--- src/rtl/spi_rx_pkg.sv ---
// Shared types and default sizing for the SPI frame receiver slice.
package spi_rx_pkg;
  localparam int SPI_BITS          = 8;
  localparam int DEF_FRAME_BYTES   = 16;
  localparam int DEF_FRAME_TIMEOUT = 4096;

  typedef enum logic [1:0] {
    RX_IDLE  = 2'b00,
    RX_SHIFT = 2'b01,
    RX_HOLD  = 2'b10
  } rx_state_e;
endpackage

--- src/rtl/spi_rx_sync.sv ---
// Two-flop synchroniser with an extra stage for rise/fall pulse detection.
module spi_rx_sync #(
  parameter logic RST_VAL = 1'b0
) (
  input  logic i_Clk,
  input  logic i_Rst_L,
  input  logic i_Async,
  output logic o_Level,
  output logic o_Rise,
  output logic o_Fall
);
  logic meta_r, sync_r, dly_r;

  // synchroniser chain plus edge-detect delay stage
  always_ff @(posedge i_Clk or negedge i_Rst_L) begin
    if (!i_Rst_L) begin
      meta_r <= RST_VAL;
      sync_r <= RST_VAL;
      dly_r  <= RST_VAL;
    end else begin
      meta_r <= i_Async;
      sync_r <= meta_r;
      dly_r  <= sync_r;
    end
  end

  assign o_Level = sync_r;
  assign o_Rise  = sync_r & ~dly_r;
  assign o_Fall  = ~sync_r & dly_r;
endmodule

--- src/rtl/spi_frame_rx_slave.sv ---
// SPI mode-0 slave byte/frame receiver with a dual-port frame buffer.
// Optional MISO echo of the previous byte is enabled by defining SPI_RX_ECHO_EN.
module spi_frame_rx_slave
  import spi_rx_pkg::*;
#(
  parameter int FRAME_BYTES   = DEF_FRAME_BYTES,
  parameter int FRAME_TIMEOUT = DEF_FRAME_TIMEOUT,
  parameter int ADDR_W        = 4
) (
  input  logic              i_Clk,
  input  logic              i_Rst_L,
  input  logic              i_SPI_Clk,
  input  logic              i_SPI_MOSI,
  input  logic              i_SPI_CS_n,
  output logic              o_SPI_MISO,
  output logic              o_RX_DV,
  output logic [7:0]        o_RX_Byte,
  output logic              o_Frame_DV,
  output logic              o_Frame_Err,
  input  logic              i_Err_Clr,
  input  logic [ADDR_W-1:0] i_Rd_Addr,
  output logic [7:0]        o_Rd_Data
);
  localparam int TO_W = $clog2(FRAME_TIMEOUT + 1);
  localparam logic [ADDR_W-1:0] LAST_IDX = ADDR_W'(FRAME_BYTES - 1);
  localparam logic [2:0] LAST_BIT = 3'(SPI_BITS - 1);

  logic sclk_lvl_s, sclk_rise_s, sclk_fall_s;
  logic mosi_lvl_s, mosi_rise_s, mosi_fall_s;
  logic cs_lvl_s, cs_rise_s, cs_fall_s;
  logic unused_s;

  spi_rx_sync #(.RST_VAL(1'b0)) u_sync_sclk (
    .i_Clk(i_Clk), .i_Rst_L(i_Rst_L), .i_Async(i_SPI_Clk),
    .o_Level(sclk_lvl_s), .o_Rise(sclk_rise_s), .o_Fall(sclk_fall_s));
  spi_rx_sync #(.RST_VAL(1'b0)) u_sync_mosi (
    .i_Clk(i_Clk), .i_Rst_L(i_Rst_L), .i_Async(i_SPI_MOSI),
    .o_Level(mosi_lvl_s), .o_Rise(mosi_rise_s), .o_Fall(mosi_fall_s));
  spi_rx_sync #(.RST_VAL(1'b1)) u_sync_cs (
    .i_Clk(i_Clk), .i_Rst_L(i_Rst_L), .i_Async(i_SPI_CS_n),
    .o_Level(cs_lvl_s), .o_Rise(cs_rise_s), .o_Fall(cs_fall_s));

  assign unused_s = ^{sclk_lvl_s, sclk_fall_s, mosi_rise_s, mosi_fall_s, cs_lvl_s};

  rx_state_e         state_r, nxt_state_s;
  logic [2:0]        bit_cnt_r;
  logic [7:0]        shift_r, byte_s;
  logic [ADDR_W-1:0] wr_idx_r;
  logic [TO_W-1:0]   to_cnt_r;
  logic              byte_done_s, short_err_s, ovr_err_s, timeout_s, counting_s;
  logic              rx_dv_r, frame_dv_r, err_r;
  logic [7:0]        rx_byte_r, rd_data_r;
  logic [7:0]        mem_r [0:(2**ADDR_W)-1];

  assign byte_s     = {shift_r[6:0], mosi_lvl_s};
  assign counting_s = (state_r == RX_IDLE) && (wr_idx_r != '0) && !cs_fall_s;
  assign timeout_s  = counting_s && (to_cnt_r == TO_W'(FRAME_TIMEOUT - 1));

  // state register
  always_ff @(posedge i_Clk or negedge i_Rst_L) begin
    if (!i_Rst_L) state_r <= RX_IDLE;
    else          state_r <= nxt_state_s;
  end

  // next state and per-cycle byte/error events; CS rise outranks a coincident SCLK rise
  always_comb begin
    nxt_state_s = state_r;
    byte_done_s = 1'b0;
    short_err_s = 1'b0;
    ovr_err_s   = 1'b0;
    case (state_r)
      RX_IDLE: begin
        if (cs_fall_s) nxt_state_s = RX_SHIFT;
        else           nxt_state_s = RX_IDLE;
      end
      RX_SHIFT: begin
        if (cs_rise_s) begin
          nxt_state_s = RX_IDLE;
          short_err_s = (bit_cnt_r != 3'd0);
        end else if (sclk_rise_s && (bit_cnt_r == LAST_BIT)) begin
          nxt_state_s = RX_HOLD;
          byte_done_s = 1'b1;
        end else begin
          nxt_state_s = RX_SHIFT;
        end
      end
      RX_HOLD: begin
        ovr_err_s = sclk_rise_s;
        if (cs_rise_s) nxt_state_s = RX_IDLE;
        else           nxt_state_s = RX_HOLD;
      end
      default: nxt_state_s = RX_IDLE;
    endcase
  end

  // bit deserialiser, byte outputs, frame index, timeout and sticky error
  always_ff @(posedge i_Clk or negedge i_Rst_L) begin
    if (!i_Rst_L) begin
      bit_cnt_r  <= 3'd0;
      shift_r    <= 8'h00;
      rx_byte_r  <= 8'h00;
      rx_dv_r    <= 1'b0;
      frame_dv_r <= 1'b0;
      wr_idx_r   <= '0;
      to_cnt_r   <= '0;
      err_r      <= 1'b0;
    end else begin
      if ((state_r == RX_IDLE) && cs_fall_s) begin
        bit_cnt_r <= 3'd0;
        shift_r   <= 8'h00;
      end else if ((state_r == RX_SHIFT) && sclk_rise_s && !cs_rise_s) begin
        bit_cnt_r <= bit_cnt_r + 3'd1;
        shift_r   <= byte_s;
      end
      rx_dv_r    <= byte_done_s;
      frame_dv_r <= byte_done_s && (wr_idx_r == LAST_IDX);
      if (byte_done_s) rx_byte_r <= byte_s;
      if (byte_done_s) wr_idx_r <= (wr_idx_r == LAST_IDX) ? '0 : wr_idx_r + ADDR_W'(1);
      else if (timeout_s) wr_idx_r <= '0;
      to_cnt_r <= (counting_s && !timeout_s) ? to_cnt_r + TO_W'(1) : '0;
      if (short_err_s || ovr_err_s || timeout_s) err_r <= 1'b1;
      else if (i_Err_Clr) err_r <= 1'b0;
    end
  end

  // frame buffer write port; contents intentionally unreset
  always_ff @(posedge i_Clk) begin
    if (byte_done_s) mem_r[wr_idx_r] <= byte_s;
  end

  // registered read port; same-index collision returns the old word
  always_ff @(posedge i_Clk or negedge i_Rst_L) begin
    if (!i_Rst_L) rd_data_r <= 8'h00;
    else          rd_data_r <= mem_r[i_Rd_Addr];
  end

  assign o_RX_DV     = rx_dv_r;
  assign o_RX_Byte   = rx_byte_r;
  assign o_Frame_DV  = frame_dv_r;
  assign o_Frame_Err = err_r;
  assign o_Rd_Data   = rd_data_r;

`ifdef SPI_RX_ECHO_EN
  logic [7:0] echo_sr_r;
  logic       miso_r;

  // echo shifter: load previous byte at CS fall, advance on each SCLK fall
  always_ff @(posedge i_Clk or negedge i_Rst_L) begin
    if (!i_Rst_L) begin
      echo_sr_r <= 8'h00;
      miso_r    <= 1'b0;
    end else if (cs_fall_s) begin
      echo_sr_r <= rx_byte_r;
      miso_r    <= rx_byte_r[7];
    end else if (cs_rise_s) begin
      miso_r    <= 1'b0;
    end else if (sclk_fall_s && !cs_lvl_s) begin
      echo_sr_r <= {echo_sr_r[6:0], 1'b0};
      miso_r    <= echo_sr_r[6];
    end
  end

  assign o_SPI_MISO = miso_r;
`else
  assign o_SPI_MISO = 1'b0;
`endif
endmodule

--- config.mk ---
export PLATFORM = sky130hd
export DESIGN_NAME = spi_frame_rx_slave
export DESIGN_NICKNAME = d
export VERILOG_FILES = /design/src/rtl/spi_rx_pkg.sv /design/src/rtl/spi_rx_sync.sv /design/src/rtl/spi_frame_rx_slave.sv
export SDC_FILE = /design/constraint.sdc
export NUM_CORES = 1
export LEC_CHECK = 0
export ABC_AREA = 1
export CAP_MARGIN = 40
export CORE_UTILIZATION = 55
export CTS_CLUSTER_SIZE = 25
export DETAILED_ROUTE_END_ITERATION = 6
export PLACE_DENSITY = 0.75
export REMOVE_ABC_BUFFERS = 1
export SYNTH_ARGS = -nofsm -noshare
export SYNTH_HDL_FRONTEND = slang
export SYNTH_SLANG_ARGS = --single-unit
--- constraint.sdc ---
create_clock -name i_Clk -period 2.2 [get_ports i_Clk]
set_input_delay 0.55 -clock i_Clk [delete_from_list [all_inputs] [get_ports i_Clk]]
set_output_delay 0.55 -clock i_Clk [all_outputs]
set_load 0.01 [all_outputs]
======== After elaboration in Yosys (flattened, before gate mapping) ========
Memories as Yosys holds them, arrays and structs flattened. A register that Yosys moved wholly into a read port is not among the register bits.
Index checks and enable logic that the tools add are counted.
word-level totals
  input bits .............................. 10
  register bits ........................... 48
  memories kept ........................... 1
  output and inout port bits .............. 20
  logic and storage cells ................. 76
  memory bits (writable) .................. 128
cells by class
  eq/ne operators ......................... 5
  reductions and logical operators ........ 21
  add/subtract/negate cells ............... 3
  muxes and demuxes ....................... 23
  bitwise gates (word level) .............. 6
memories
  memory  depth  width  read ports  clocked after Yosys merged registers in  wr ports  line                      RTL
  mem_r   16     8      1           1                                        1         spi_frame_rx_slave.sv:53  logic [7:0] mem_r [0:(2**ADDR_W)-1];
operators with widths
  operator                                                                 count
  7-bit 2-to-1 mux                                                         2
  13-bit by 1-bit adder with 13-bit output, second input constant          1
  13-bit by 12-bit equality test with 1-bit output, second input constant  1
  13-bit 2-to-1 mux                                                        1
  4-bit 2-to-1 mux                                                         3
  1-bit 2-to-1 mux                                                         11
  1-bit logical AND                                                        9
  2-bit 2-to-1 mux                                                         3
  3-bit 2-to-1 mux                                                         2
  2-bit case mux with 3 select lines                                       1
  2-bit nonzero test                                                       3
  4-bit by 1-bit adder with 4-bit output, second input constant            1
  4-bit equality test, second input constant                               1
  1-bit logical NOT                                                        4
  4-bit nonzero test                                                       1
  3-bit by 1-bit adder with 3-bit output, second input constant            1
  1-bit AND                                                                3
  3-bit equality test, second input constant                               1
  1-bit inverter                                                           3
  3-bit nonzero test                                                       1
  2-bit by 1-bit equality test with 1-bit output, second input constant    1
  2-bit equality test, second input constant                               1
  2-bit logical NOT                                                        1
  1-bit logical OR                                                         2

======== Logic depth before layout (Yosys ltp) ========
Gate-level depths: netlist of run 1.
  depth in word-level cells ............... 8
  gate-level depth with buffers ........... 9
  mapped depth without buffers ............ 9

======== Cells and area by module ========
A second synthesis of run 1 with hierarchy kept.
second synthesis, totals
  cell total of the unflattened synthesis .. 758
  area, all modules ....................... 7856.3 um2
by module, submodules not included
  module                          times used  area an instance (um2)  cells each  sequential area each (um2)
  spi_frame_rx_slave              1           7582.3                  737         5044.8
  spi_rx_sync at u_sync_mosi ...  2           90.1                    7           75.1
  spi_rx_sync at u_sync_cs        1           93.8                    7           78.8

======== Least setup slack after synthesis of run 1 ========
OpenSTA, ideal clock, no wires.
  path kind ............................... register to register
  start point ............................. register bit_cnt_r[0]
  end point ............................... memory mem_r[15][0], enable pin
  library setup time ...................... 0.385 ns
  arrival ................................. 1.705 ns
  stages on the path, launching flop included .. 8
  slack ................................... 0.110 ns
  data required time ...................... 1.815 ns
  path through ............................ dfrtp_1 > ha_1 > ha_1 > inv_1 > nor2_1 > nand2_2 > buf_2 > nor3_1
on the way
  word-level cells in the longest chain between the ends .. 7
ends and longest elaborated chain
  what                                    line                       RTL
  start: declaration                      spi_frame_rx_slave.sv:46   logic [2:0] bit_cnt_r;
  start signal: assignment                spi_frame_rx_slave.sv:112  bit_cnt_r <= bit_cnt_r + 3'd1;
  3-bit equality test                     spi_frame_rx_slave.sv:80   end else if (sclk_rise_s && (bit_cnt_r == LAST_BIT)) begin
  1-bit logical AND                       spi_frame_rx_slave.sv:80
  1-bit 2-to-1 mux                        spi_frame_rx_slave.sv:80
  1-bit 2-to-1 mux                        spi_frame_rx_slave.sv:77   if (cs_rise_s) begin
  1-bit 2-to-1 mux                        spi_frame_rx_slave.sv:71   case (state_r)
  1-bit 2-to-1 mux                        spi_frame_rx_slave.sv:128  if (byte_done_s) mem_r[wr_idx_r] <= byte_s;
  1-bit 2-to-1 mux (implied by the code)  spi_frame_rx_slave.sv:128
  end: declaration                        spi_frame_rx_slave.sv:53
No other way between the ends.

======== Worst setup path after layout of run 1 ========
  start point ............................. register bit_cnt_r[0]
  end point ............................... memory mem_r[0][7], enable pin
on the way
  word-level cells in the longest chain between the ends .. 7
ends and longest elaborated chain
  what                                    line                       RTL
  3-bit equality test                     spi_frame_rx_slave.sv:80
  1-bit logical AND                       spi_frame_rx_slave.sv:80
  1-bit 2-to-1 mux                        spi_frame_rx_slave.sv:80
  1-bit 2-to-1 mux                        spi_frame_rx_slave.sv:77
  1-bit 2-to-1 mux                        spi_frame_rx_slave.sv:71
  via byte_done_s                         spi_frame_rx_slave.sv:50   logic byte_done_s, short_err_s, ovr_err_s, timeout_s, counting_s;
  1-bit 2-to-1 mux                        spi_frame_rx_slave.sv:128
  1-bit 2-to-1 mux (implied by the code)  spi_frame_rx_slave.sv:128
The timed path passes the listed nets, and every way through them passes these cells.

==> results.sh, run 1 <==
export IMPL_die_area_um2=14600
export IMPL_post_route_period_util=0.896
export IMPL_yosys_top_cells_area="edfxtp_1 50%, dfrtp_1 17%, nand2_1 10%, nand3_1 6.2%, inv_1 4.0%"
export IMPL_setup_viol=0
export IMPL_syn_avg_cell_area_um2=10.3
export IMPL_n_antenna_cell=0
export IMPL_r2r_setup_slack_ns=0.23
export IMPL_synth_most_common_cell="nand2_1"
export IMPL_drive_gt1_frac=0.109
export IMPL_hold_path_class="in -> async"
export IMPL_cp_max_fo=11
export IMPL_ys_ff_latch=184
export IMPL_detail_route_antenna_nets=0
export IMPL_grt_busiest_layer="met2"
export IMPL_grt_max_degree=77
export IMPL_start_util=0.560
export IMPL_grt_setup_unrepaired="false"
export IMPL_finalNetCount=821
export IMPL_clockPowerShare=0.412
export IMPL_drtPass1Iterations=5
export IMPL_peakVddDrop_mv=0.464
export IMPL_cp_required_ns=2.34
export IMPL_grt_pass1_wl_um=27300
export IMPL_grt_use_met3=0.0429
export IMPL_synth_top_area_share=0.496
export IMPL_r2r_start="bit_cnt_r[0]"
export IMPL_synthArstFlopShare=0.304
export IMPL_fin_skew_ns=0.00763
export IMPL_core_area_um2=13800
export IMPL_clock_fmax_ghz=0.507
export IMPL_max_slew_worst_pin_slew_ns=0.783
export IMPL_io_pins=30
export IMPL_wl_per_cell_um=17.1
export IMPL_cts_tree="done"
export IMPL_totalWireLength_um=17000
export IMPL_grt_overflow_total=0
export IMPL_yosysTopAreaCell="edfxtp_1"
export IMPL_synthFlopType="edfxtp_1"
export IMPL_power_density_nw_per_um2=803
export IMPL_worstPathArrival_ns=2.11
export IMPL_ctsResizeCount=0
export IMPL_ys_seq_area_frac=0.677
export IMPL_grtUsageTotal=0.256
export IMPL_met2_usage=0.421
export IMPL_slew_viol_final=0
export IMPL_hold_buffers=0
export IMPL_htree_levels=4
export IMPL_syn2layout_area_growth_pct=15.7
export IMPL_hpwlAfterDp_um=11200
export IMPL_swShare=0.221
export IMPL_rows=43
export IMPL_outcome="finished clean"
export IMPL_p_seq_frac=0.530
export IMPL_grt_pass1_vias=5270
export IMPL_gp_congestion=0.912
export IMPL_post_cts_buffers=0
export IMPL_tns_ns=0
export IMPL_worstSetupPathType="reg -> reg"
export IMPL_fillers=1068
export IMPL_root_buffer="clkbuf_16"
export IMPL_p_int_uw=5610
export IMPL_hold_viol=0
export IMPL_syn_inst=752
export IMPL_min_period_ns=1.97
export IMPL_port_buffers=28
export IMPL_clkSlewWorstSetupHoldPaths_ns=0.07
export IMPL_yosys_warnings=0
export IMPL_power_leakage_uw=0.00381
export IMPL_p_comb_frac=0.058
export IMPL_die_h_um=121
export IMPL_synthDistinctLibCells=29
export IMPL_die_w_um=121
export IMPL_syn_area_um2=7750
export IMPL_synth_edff_count=128
export IMPL_worstSkewPairLatency_ns=0.43
export IMPL_maxSlewHeadroom=0.478
export IMPL_clk_path_buf_depth=2
export IMPL_antenna_found_initial=0
export IMPL_via_count=5356
export IMPL_critPathCaptureType="flip-flop"
export IMPL_drt_initial_drc_count=448
export IMPL_vias_per_cell=5.38
export IMPL_drc_errors=0
export IMPL_setup_worst_path_start="bit_cnt_r[0]"
export IMPL_grtUsageMet1=0.330
export IMPL_cts_num_sinks=184
export IMPL_drv_cap=0
export IMPL_cp_start_kind="flip-flop"
export IMPL_cts_inserted_buffers=17
export IMPL_power_total_uw=7190
export IMPL_stdcell_count=996
export IMPL_p_sw_uw=1590
export IMPL_placedCellCount=964
export IMPL_synth_common_cells="214 x nand2_1, 128 x edfxtp_1, 96 x nand3_1"
-- per-stage QoR --
step | cell area [um2] | hold slack, ns | utilization | worst slack, ns
2_1_floorplan | 7620 | 0.254 | - | 0.130
3_3_place_gp | 8390 | 0.333 | 0.607 | 0.284
3_5_place_dp | 8390 | 0.339 | 0.607 | 0.247
4_1_cts | 8960 | 0.0291 | 0.648 | 0.241
5_1_grt | 8960 | 0.0526 | 0.648 | 0.0634
6_report | 8960 | 0.0352 | 0.648 | 0.228
-- logic make-up (layout without fill, tap and decap cells) --
| logic type | after synthesis | count (layout) | share of synthesized area |
|---|---|---|---|
| simple gates | 409 | 409 | 0.224 |
| compound gates | 32 | 32 | 0.0223 |
| xor+xnor | 3 | 3 | 0.00339 |
| flops | 184 | 184 | 0.677 |
| other cells | 1 | 1 | 0.000484 |
| buf+inv | 115 | 179 | 0.0598 |
| fa+ha+maj | 8 | 8 | 0.0129 |
-- registers in the layout (all words and copies together) (netlist names) --
register and flops:
o_RX_DV 1, o_RX_Byte 8, o_Frame_DV 1, mem_r 128, u_sync_sclk.dly_r 1, u_sync_cs.meta_r 1
to_cnt_r 13, shift_r 7, bit_cnt_r 3, u_sync_mosi.o_Level 1, state_r 2, u_sync_cs.o_Level 1
u_sync_mosi.meta_r 1, wr_idx_r 4, o_Frame_Err 1, o_Rd_Data 8, u_sync_sclk.meta_r 1, u_sync_cs.dly_r 1
u_sync_sclk.o_Level 1
-- layout by cell type (no fill, tap or decap) --
| master | count |
|---|---|
| a211oi_1 | 1 |
| buf_12 | 4 |
| buf_2 | 2 |
| buf_4 | 26 |
| bufinv_16 | 2 |
| clkbuf_1 | 2 |
| clkbuf_16 | 17 |
| clkbuf_8 | 1 |
| clkdlybuf4s50_1 | 26 |
| clkinv_2 | 4 |
| clkinvlp_4 | 5 |
| conb_1 | 1 |
| dfrtp_1 | 53 |
| dfstp_2 | 3 |
| edfxtp_1 | 128 |
| ha_1 | 8 |
| inv_1 | 83 |
| inv_2 | 6 |
| inv_6 | 1 |
| nand2_1 | 214 |
| nand2_2 | 1 |
| nand2_4 | 1 |
| nand3_1 | 96 |
| nand4_1 | 3 |
| nor2_1 | 69 |
| nor2_2 | 2 |
| nor2_4 | 1 |
| nor3_1 | 6 |
| o211ai_1 | 1 |
| o21ai_0 | 26 |
| o21bai_1 | 1 |
| o22ai_1 | 2 |
| o31ai_1 | 1 |
| or2_0 | 3 |
| or2_2 | 13 |
| xor2_1 | 3 |
-- area by class of cell --
type	count	area, um2	area share
clock buffers	20	447	0.0498
clock inverters	12	126	0.0141
inverters	89	334	0.0373
multi-input cells	453	2040	0.227
flip-flops and latches	184	5250	0.586
well taps	180	225	0.0251
repair buffers	58	546	0.0609
-- final timing paths --
| kind | end | cells past startpoint |
|---|---|---|
| setup / recovery | mem_r[0][7] | 9 |
| hold / removal | to_cnt_r[6] | 1 |
| setup reg to reg | mem_r[0][7] | 9 |
| hold reg to reg | u_sync_mosi.o_Level | 0 |
| max in group asynchronous | u_sync_cs.meta_r | 2 |
| min in group i_Clk | u_sync_mosi.o_Level | 0 |
-- critical path, stage by stage, from the launching register on --
cell and delay [ns]:
dfrtp_1 0.37, ha_1 0.17, ha_1 0.14, inv_1 0.04
nor2_1 0.15, nand2_2 0.17, inv_2 0.14, nand2_1 0.15
nor2_1 0.14, buf_4 0.19
-- power groups by stage --
stage / logic [uW] / registers [uW] / clock network [uW]
after global routing: 462 / 3810 / 3120
after detailed placement: 417 / 3880 / 0
after floorplan: 176 / 3880 / 0
after global placement: 406 / 3880 / 0
final: 419 / 3810 / 2960
after CTS: 418 / 3810 / 2980
-- routing by layer --
metal | up-vias | part of all wire | wire, um
li1 | 2546 | - | -
met1 | 2569 | 0.42 | 7100
met2 | 199 | 0.49 | 8400
met3 | 42 | 0.053 | 908
met4 | 0 | 0.035 | 595
met5 | - | 0 | 0
Note: power is estimated with default switching activity, not from simulation.
==> inputs of run 2 (changes only) <==
Settings changed: CORE_UTILIZATION 55 to 60, PLACE_DENSITY 0.75 to 0.78.
Clock period 2.2 ns to 2 ns, I/O delays scaled along.
==> results.sh, run 2 (same netlist as run 1, synthesis figures left out) <==
export IMPL_grt_overflow_total=0
export IMPL_drt_initial_drc_count=484
export IMPL_largest_reg_flops=128
export IMPL_syn2layout_area_growth_pct=17.5
export IMPL_grt_setup_unrepaired="false"
export IMPL_clock_fmax_ghz=0.534
export IMPL_power_density_nw_per_um2=917
export IMPL_slowest_delay_ns=0.35
export IMPL_cts_inserted_buffers=17
export IMPL_rows=41
export IMPL_die_h_um=116
export IMPL_core_area_um2=12600
export IMPL_crit_chain="ha_1 -> ha_1 -> inv_1 -> nor2_1 -> nand2_2 -> inv_2 -> nand2_1 -> nor2_1 -> buf_4"
export IMPL_clockPowerShare=0.443
export IMPL_cp_max_fo=8
export IMPL_p_comb_frac=0.057
export IMPL_clk_path_buf_depth=2
export IMPL_drc_errors=0
export IMPL_rr_worst_depth=9
export IMPL_fillers=905
export IMPL_p_seq_frac=0.500
export IMPL_final_common_cell="nand2_1"
export IMPL_power_leakage_uw=0.00389
export IMPL_cts_tree="done"
export IMPL_dp_slack_ns=0.124
export IMPL_r2r_start="bit_cnt_r[0]"
export IMPL_post_cts_buffers=0
export IMPL_finalNetCount=828
export IMPL_regMostFlops="mem_r"
export IMPL_die_w_um=116
export IMPL_drv_cap=0
export IMPL_placedCellCount=963
export IMPL_fin_skew_ns=0.00490
export IMPL_final_setup_worst_slack_ns=0.127
export IMPL_cts_num_sinks=184
export IMPL_detail_route_antenna_nets=0
export IMPL_hold_viol=0
export IMPL_ctsResizeCount=0
export IMPL_r2r_setup_slack_ns=0.13
export IMPL_post_route_period_util=0.936
export IMPL_tns_ns=0
export IMPL_worstSkewPairLatency_ns=0.43
export IMPL_grt_max_degree=57
export IMPL_setup_viol=0
export IMPL_grt_pass1_vias=5333
export IMPL_cp_required_ns=2.14
export IMPL_outcome="finished clean"
export IMPL_largest_registers="mem_r x128, to_cnt_r x13"
export IMPL_slew_viol_final=0
export IMPL_drive_gt1_frac=0.117
export IMPL_hpwlAfterDp_um=11000
export IMPL_htree_levels=4
export IMPL_worstSetupPathType="reg -> reg"
export IMPL_vias_per_cell=5.41
export IMPL_cp_start_kind="flip-flop"
export IMPL_swShare=0.206
export IMPL_critPathSlowestCell="dfrtp_1"
export IMPL_start_util=0.614
export IMPL_drtPass1Iterations=5
export IMPL_stdcell_count=995
export IMPL_peakVddDrop_mv=0.558
export IMPL_r2r_end="mem_r[2][0]"
export IMPL_n_antenna_cell=0
export IMPL_port_buffers=28
export IMPL_root_buffer="clkbuf_16"
export IMPL_critPathCaptureType="flip-flop"
export IMPL_antenna_found_initial=0
export IMPL_power_total_uw=8350
export IMPL_totalWireLength_um=17100
export IMPL_clkSlewWorstSetupHoldPaths_ns=0.06
export IMPL_final_cell_mix="214 x nand2_1, 128 x edfxtp_1, 96 x nand3_1"
export IMPL_gp_congestion=0.868
export IMPL_via_count=5386
export IMPL_grt_pass1_wl_um=27000
export IMPL_p_sw_uw=1720
export IMPL_p_int_uw=6630
export IMPL_hold_buffers=0
export IMPL_worstPathArrival_ns=2.01
export IMPL_hold_path_class="in -> async"
export IMPL_min_period_ns=1.87
export IMPL_die_area_um2=13400
export IMPL_wl_per_cell_um=17.2
export IMPL_io_pins=30
export IMPL_grtUsageTotal=0.281
[run 2: cell count changes in the layout (fill, tap and decap cells not counted), sizes merged]
cell | previous run | this run
clkinv | 4 | 5
bufinv | 2 | 6
buf | 32 | 39
inv | 90 | 89
clkinvlp | 5 | 4
clkbuf | 20 | 17
[run 2: power by group through the flow]
stage | Sequential, uW | Combinational, uW | Clock, uW
after global routing | 4180 | 537 | 3840
after CTS | 4180 | 482 | 3700
after global placement | 4250 | 468 | 0
after detailed placement | 4260 | 476 | 0
final | 4180 | 479 | 3700
after floorplan | 4270 | 192 | 0
[run 2: metrics by stage]
stage	hold WS, ns	util	cell area (um2)
final	0.0464	0.722	9110
after global routing	0.0756	0.722	9110
after CTS	0.0669	0.721	9100
after detailed placement	0.335	0.669	8440
after global placement	0.332	0.669	8440
after floorplan	0.204	-	7620
[run 2: how the worst max path moves through the flow]
stage	startpoint	endpoint	slack (ns)	depth (start not counted)
after floorplan	bit_cnt_r[0]	mem_r[15][0]	-0.07	6
after global placement	i_Rd_Addr[1]	o_Rd_Data[0]	0.16	8
after detailed placement	i_Rd_Addr[1]	o_Rd_Data[4]	0.12	8
after CTS	bit_cnt_r[0]	mem_r[3][3]	0.08	8
after global routing	bit_cnt_r[0]	mem_r[2][0]	0.03	9
final	bit_cnt_r[0]	mem_r[2][0]	0.13	9
[run 2: layer usage]
layer	track usage	vias to the layer above	part of all wire
li1	-	2560	-
met1	0.349	2571	0.40
met2	0.472	208	0.51
met3	0.0643	47	0.061
met4	0.134	0	0.033
met5	0	-	0
[run 2: critical path, delay by kind of cell (launching register included)]
family,cells,cell delay [ns]
buf+inv,3,0.36
simple gates,4,0.58
flops,1,0.35
fa+ha+maj,2,0.30
[run 2: final cells by class]
class | count | area (um2) | area share
Clock inverter | 15 | 231 | 0.0254
Tap cell | 172 | 215 | 0.0236
Inverter | 89 | 334 | 0.0367
Clock buffer | 17 | 425 | 0.0467
Timing Repair Buffer | 65 | 611 | 0.0671
Multi-Input combinational cell | 453 | 2040 | 0.224
Sequential cell | 184 | 5250 | 0.576
==> inputs of run 3 (changes only) <==
Clock period 2 ns to 1.8 ns, I/O delays scaled along.
==> results.sh, run 3 (same netlist as run 1, synthesis figures left out) <==
export IMPL_die_w_um=116
export IMPL_drive_gt1_frac=0.139
export IMPL_htree_levels=4
export IMPL_totalWireLength_um=17400
export IMPL_final_cell_mix="211 x nand2_1, 128 x edfxtp_1, 96 x nand3_1"
export IMPL_power_density_nw_per_um2=933
export IMPL_gp_congestion=0.884
export IMPL_peakVddDrop_mv=0.537
export IMPL_drc_errors=0
export IMPL_largest_registers="mem_r x128, to_cnt_r x13"
export IMPL_post_route_period_util=0.987
export IMPL_largest_reg_flops=128
export IMPL_cts_inserted_buffers=17
export IMPL_clkSlewWorstSetupHoldPaths_ns=0.06
export IMPL_worstSetupPathType="reg -> out"
export IMPL_start_util=0.614
export IMPL_grt_pass1_wl_um=26800
export IMPL_critPathSlowestCell="clkdlybuf4s50_1"
export IMPL_grt_setup_unrepaired="true"
export IMPL_n_antenna_cell=0
export IMPL_die_area_um2=13400
export IMPL_syn2layout_area_growth_pct=19.5
export IMPL_io_pins=30
export IMPL_max_slew_worst_pin_slew_ns=0.505
export IMPL_wl_per_cell_um=17.3
export IMPL_setup_viol=0
export IMPL_crit_family="buffers and inverters"
export IMPL_core_area_um2=12600
export IMPL_antenna_found_initial=0
export IMPL_crit_chain="clkdlybuf4s50_1"
export IMPL_cp_max_fo=2
export IMPL_regMostFlops="mem_r"
export IMPL_hpwlAfterDp_um=11300
export IMPL_detail_route_antenna_nets=0
export IMPL_fin_skew_ns=0.00692
export IMPL_clk_path_buf_depth=2
export IMPL_worstPathArrival_ns=1.33
export IMPL_drt_initial_drc_count=568
export IMPL_hold_path_class="reg -> reg"
export IMPL_critPathCaptureType="primary output"
export IMPL_dp_slack_ns=-0.0326
export IMPL_clock_fmax_ghz=0.563
export IMPL_tns_ns=0
export IMPL_grt_pass1_vias=5289
export IMPL_critPathBufInv=1
export IMPL_cts_tree="done"
export IMPL_cts_num_sinks=184
export IMPL_final_setup_worst_slack_ns=0.0236
export IMPL_rows=41
export IMPL_hold_viol=0
export IMPL_grtUsageTotal=0.279
export IMPL_slowest_delay_ns=0.54
export IMPL_finalNetCount=838
export IMPL_grt_max_degree=39
export IMPL_die_h_um=116
export IMPL_grt_overflow_total=0
export IMPL_cp_start_kind="flip-flop"
export IMPL_worstSkewPairLatency_ns=0.43
export IMPL_vias_per_cell=5.44
export IMPL_slew_viol_final=0
export IMPL_final_common_cell="nand2_1"
export IMPL_power_leakage_uw=0.00407
export IMPL_root_buffer="clkbuf_16"
export IMPL_maxSlewHeadroom=0.664
export IMPL_outcome="finished clean"
export IMPL_port_buffers=28
export IMPL_power_total_uw=8640
export IMPL_drtPass1Iterations=7
export IMPL_cp_required_ns=1.35
export IMPL_drv_cap=0
export IMPL_min_period_ns=1.78
export IMPL_via_count=5467
-- run 3: changes by cell type in the layout (fill, tap and decap cells not counted), sizes merged, moves of 2 or more --
cell,change
dlymetal6s2s,+6
clkdlybuf4s50,-7
clkinv,-2
bufinv,-5
clkinvlp,-4
buf,+8
clkbuf,+12
-- run 3: layout make-up --
| type | count | area, um2 |
|---|---|---|
| well taps | 172 | 215 |
| flip-flops and latches | 184 | 5250 |
| inverters | 89 | 337 |
| fillers | 857 | 3360 |
| clock inverters | 4 | 45.0 |
| multi-input cells | 453 | 2110 |
| clock buffers | 28 | 497 |
| repair buffers | 75 | 802 |
-- run 3: power breakdown --
group          leakage, uW  internal (uW)  switching (uW)
Clock             0.000266           2010            1420
Sequential         0.00195           4600            45.4
Combinational      0.00186            208             352
-- run 3: path summary, 6_finish.rpt --
| check | startpoint | end | slack (ns) | depth (start not counted) |
|---|---|---|---|---|
| hold reg to reg | u_sync_mosi.meta_r | u_sync_mosi.o_Level | 0.35 | 0 |
| min in group asynchronous | i_Rst_L | u_sync_mosi.meta_r | 0.49 | 2 |
| setup / recovery | o_RX_Byte[5] | o_RX_Byte[5] | 0.02 | 1 |
| hold / removal | u_sync_mosi.meta_r | u_sync_mosi.o_Level | 0.35 | 0 |
| max in group asynchronous | i_Rst_L | u_sync_cs.meta_r | 0.74 | 3 |
| setup reg to reg | bit_cnt_r[1] | mem_r[13][1] | 0.08 | 9 |
-- run 3: through the flow --
step	hold WS (ns)	area (um2)	utilization	cells
CTS	0.356	9080	0.720	1002
finish	0.354	9260	0.734	1005
global route	0.357	9260	0.734	1005
global placement	0.333	8530	0.676	969
detailed placement	0.344	8530	0.676	969
floorplan	0.154	7620	-	726
-- run 3: routing by layer --
| metal | vias up | GRT usage | routed length, um |
|---|---|---|---|
| met4 | 0 | 0.138 | 515 |
| met5 | - | 0 | 0 |
| met1 | 2619 | 0.360 | 7220 |
| met2 | 233 | 0.453 | 8600 |
| li1 | 2576 | - | - |
| met3 | 39 | 0.0617 | 1060 |
-- run 3: repair_timing --
action | in CTS | in global routing
gates resized for setup | 3 | 41
hold endpoints to repair | 11 | 0
endpoints found under the setup margin | 17 | 134
setup buffers | 0 | 1
gates cloned | 0 | 2
pin swaps | 0 | 1
hold buffers | 1 | 0
==> edit: new RTL, settings of run 3 <==
`RST_VAL`: 1'b1 -> 1'b0.
--- a/src/rtl/spi_frame_rx_slave.sv
+++ b/src/rtl/spi_frame_rx_slave.sv
@@ -36,7 +36,7 @@
   spi_rx_sync #(.RST_VAL(1'b0)) u_sync_mosi (
     .i_Clk(i_Clk), .i_Rst_L(i_Rst_L), .i_Async(i_SPI_MOSI),
     .o_Level(mosi_lvl_s), .o_Rise(mosi_rise_s), .o_Fall(mosi_fall_s));
-  spi_rx_sync #(.RST_VAL(1'b1)) u_sync_cs (
+  spi_rx_sync #(.RST_VAL(1'b0)) u_sync_cs (
     .i_Clk(i_Clk), .i_Rst_L(i_Rst_L), .i_Async(i_SPI_CS_n),
     .o_Level(cs_lvl_s), .o_Rise(cs_rise_s), .o_Fall(cs_fall_s));
 
Formal check against the unedited RTL: not equivalent (a bounded check fails within 10 cycles, from zero or initial values and one cycle with i_Rst_L low).
==> edit against run 3 <==
The run now ends with DRC, hold timing left; setup slack better by 3.2 ps; via count down 0.57%; clock skew is 0.79 ps lower; sequential cell count unchanged; count of clock-buffer cells in the layout is 5 lower; area after synthesis about the same; final area decreased by 0.74%; sequential power about the same; combinational power down 3%; wire length fell by 4.2%; power is 3.5% higher; clock power is 9.3% higher; largest cell class unchanged.
==> edit: results (changes against run 3) <==
[pwr]
ir_worst_vdd_mv=0.628  ; +17%
net-switching-power_w=0.00183  ; +0.68%
p_leak_nw=4.07  ; about the same

[yosys]
ys_types=28  ; -3.4%
synth-async-reset-ratio_pct=30.4  ; unchanged
seq_area_frac_synth_pct=67.7  ; about the same
synth_common_cells=nand2_1, edfxtp_1, nand3_1
synth_edf_count=128  ; unchanged
yosysWarnings=0  ; unchanged
synth.area.top_cells=edfxtp_1, dfrtp_1, nand2_1, nand3_1, inv_1

[place]
place.gp.congestion=0.875  ; -1.0%
hpwl_mm=10.9  ; -3.6%
pre_cts_ws_ps=-18.7  ; +13.9 ps

[run_status]
status=finished with violations
violations=DRC, hold timing

[min_path]
hold_class=input port to asynchronous set/reset pin

[sta]
fin_skew_ps=6.12  ; -0.791 ps
worst_pin_slew_ps=572  ; +67.4 ps
finalHoldViolCount=6  ; +6
hold_ws_ps=-2.96  ; -357 ps

[layout]
fillerInstances=865  ; +0.93%
drive_gt1_share_pct=12.2  ; -1.7 points
reg_top3=mem_r x128, to_cnt_r x13
nets=831  ; -0.84%

[clock_network]
cts-buffers-inserted=17  ; unchanged
insertion_delay_ps=430  ; about the same
root_buffer=clkbuf_16
clockBufferDepth=2  ; unchanged

[route]
wl_per_cell_um=16.7  ; -3.5%
drt_iter0_drc=444  ; -22%
drc=1  ; +1
vias=5436  ; -0.57%
dr.pass1.iters=7  ; unchanged

[global_routing]
grt_first_pass_wirelength_mm=26.9  ; +0.36%
grt_max_degree=62  ; +59%
grt_usage_pct=27.9  ; -0.063 points

[setup_path]
path_max_fanout=1  ; -1

edit: cell types whose count changed in the layout (fill, tap and decap cells not counted), sizes merged:
| cell | change |
|---|---|
| dlygate4sd2 | +2 |
| buf | -5 |
| clkinv | +3 |
| dfstp | -3 |
| dfrtp | +3 |
| clkdlybuf4s50 | -2 |
| bufinv | +2 |
| dlygate4sd3 | -1 |
| clkbuf | -6 |
edit: area by class of cell:
type	count	area [sq um]	area share, %
clock buffers	23	488	5.31
inverters	89	334	3.64
multi-input cells	453	2080	22.6
well taps	172	215	2.34
flip-flops and latches	184	5250	57.1
clock inverters	9	120	1.31
repair buffers	68	708	7.71
edit: per-stage QoR:
stage          instance area (sq um)  utilization (%)  instances
2_1_floorplan                   7610                -        726
3_3_place_gp                    8490             67.3        965
3_5_place_dp                    8490             67.3        965
4_1_cts                         9110             72.2        998
5_1_grt                         9190             72.8        998
6_report                        9190             72.8        998
edit: cell families (layout without fill, tap and decap cells):
logic type	count (synthesis)	count (layout)	share of synthesized area, %
and+or+nand+nor	409	409	22.4
other	1	1	0.0484
adders and majority gates	8	8	1.29
AOI/OAI and AO/OA	32	32	2.23
buffers and inverters	115	189	5.98
DFF	184	184	67.7
xor gates and xnor gates	3	3	0.339
edit: power by group through the flow:
| stage | clock network [W] | registers (W) | logic, W |
|---|---|---|---|
| after floorplan | 0 | 0.00474 | 0.000214 |
| after global placement | 0 | 0.00472 | 0.000528 |
| after detailed placement | 0 | 0.00473 | 0.000542 |
| after CTS | 0.00379 | 0.00464 | 0.000545 |
| after global routing | 0.00395 | 0.00465 | 0.000603 |
| final | 0.00375 | 0.00464 | 0.000543 |
edit: final timing paths:
kind	endpoint	cells after the start	start	slack (ps)
min in group i_Clk	u_sync_mosi.o_Level$_DFF_PN0_	0	u_sync_mosi.meta_r$_DFF_PN0_	350
worst max-delay path	o_Rd_Data[4]	1	o_Rd_Data[4]$_DFF_PN0_	30
max in group asynchronous	o_Frame_DV$_DFF_PN0_	2	i_Rst_L	1510
worst min register to register	u_sync_mosi.o_Level$_DFF_PN0_	0	u_sync_mosi.meta_r$_DFF_PN0_	350
worst max register to register	mem_r[5][3]$_DFFE_PP_	9	bit_cnt_r[0]$_DFFE_PN0P_	70
worst min-delay path	o_Rd_Data[5]$_DFF_PN0_	2	i_Rst_L	-3
edit: per-layer routing:
metal  wire (um)  GRT usage, %
met1        6580          34.1
met2        8480          47.0
met3        1070          5.54
met5           0             0
met4         542          14.9
edit: repair_timing:
item,in CTS,in global routing
endpoints found under the setup margin,11,134
pin swaps,0,0
hold buffers,0,0
cloned,1,0
resized for setup,5,23
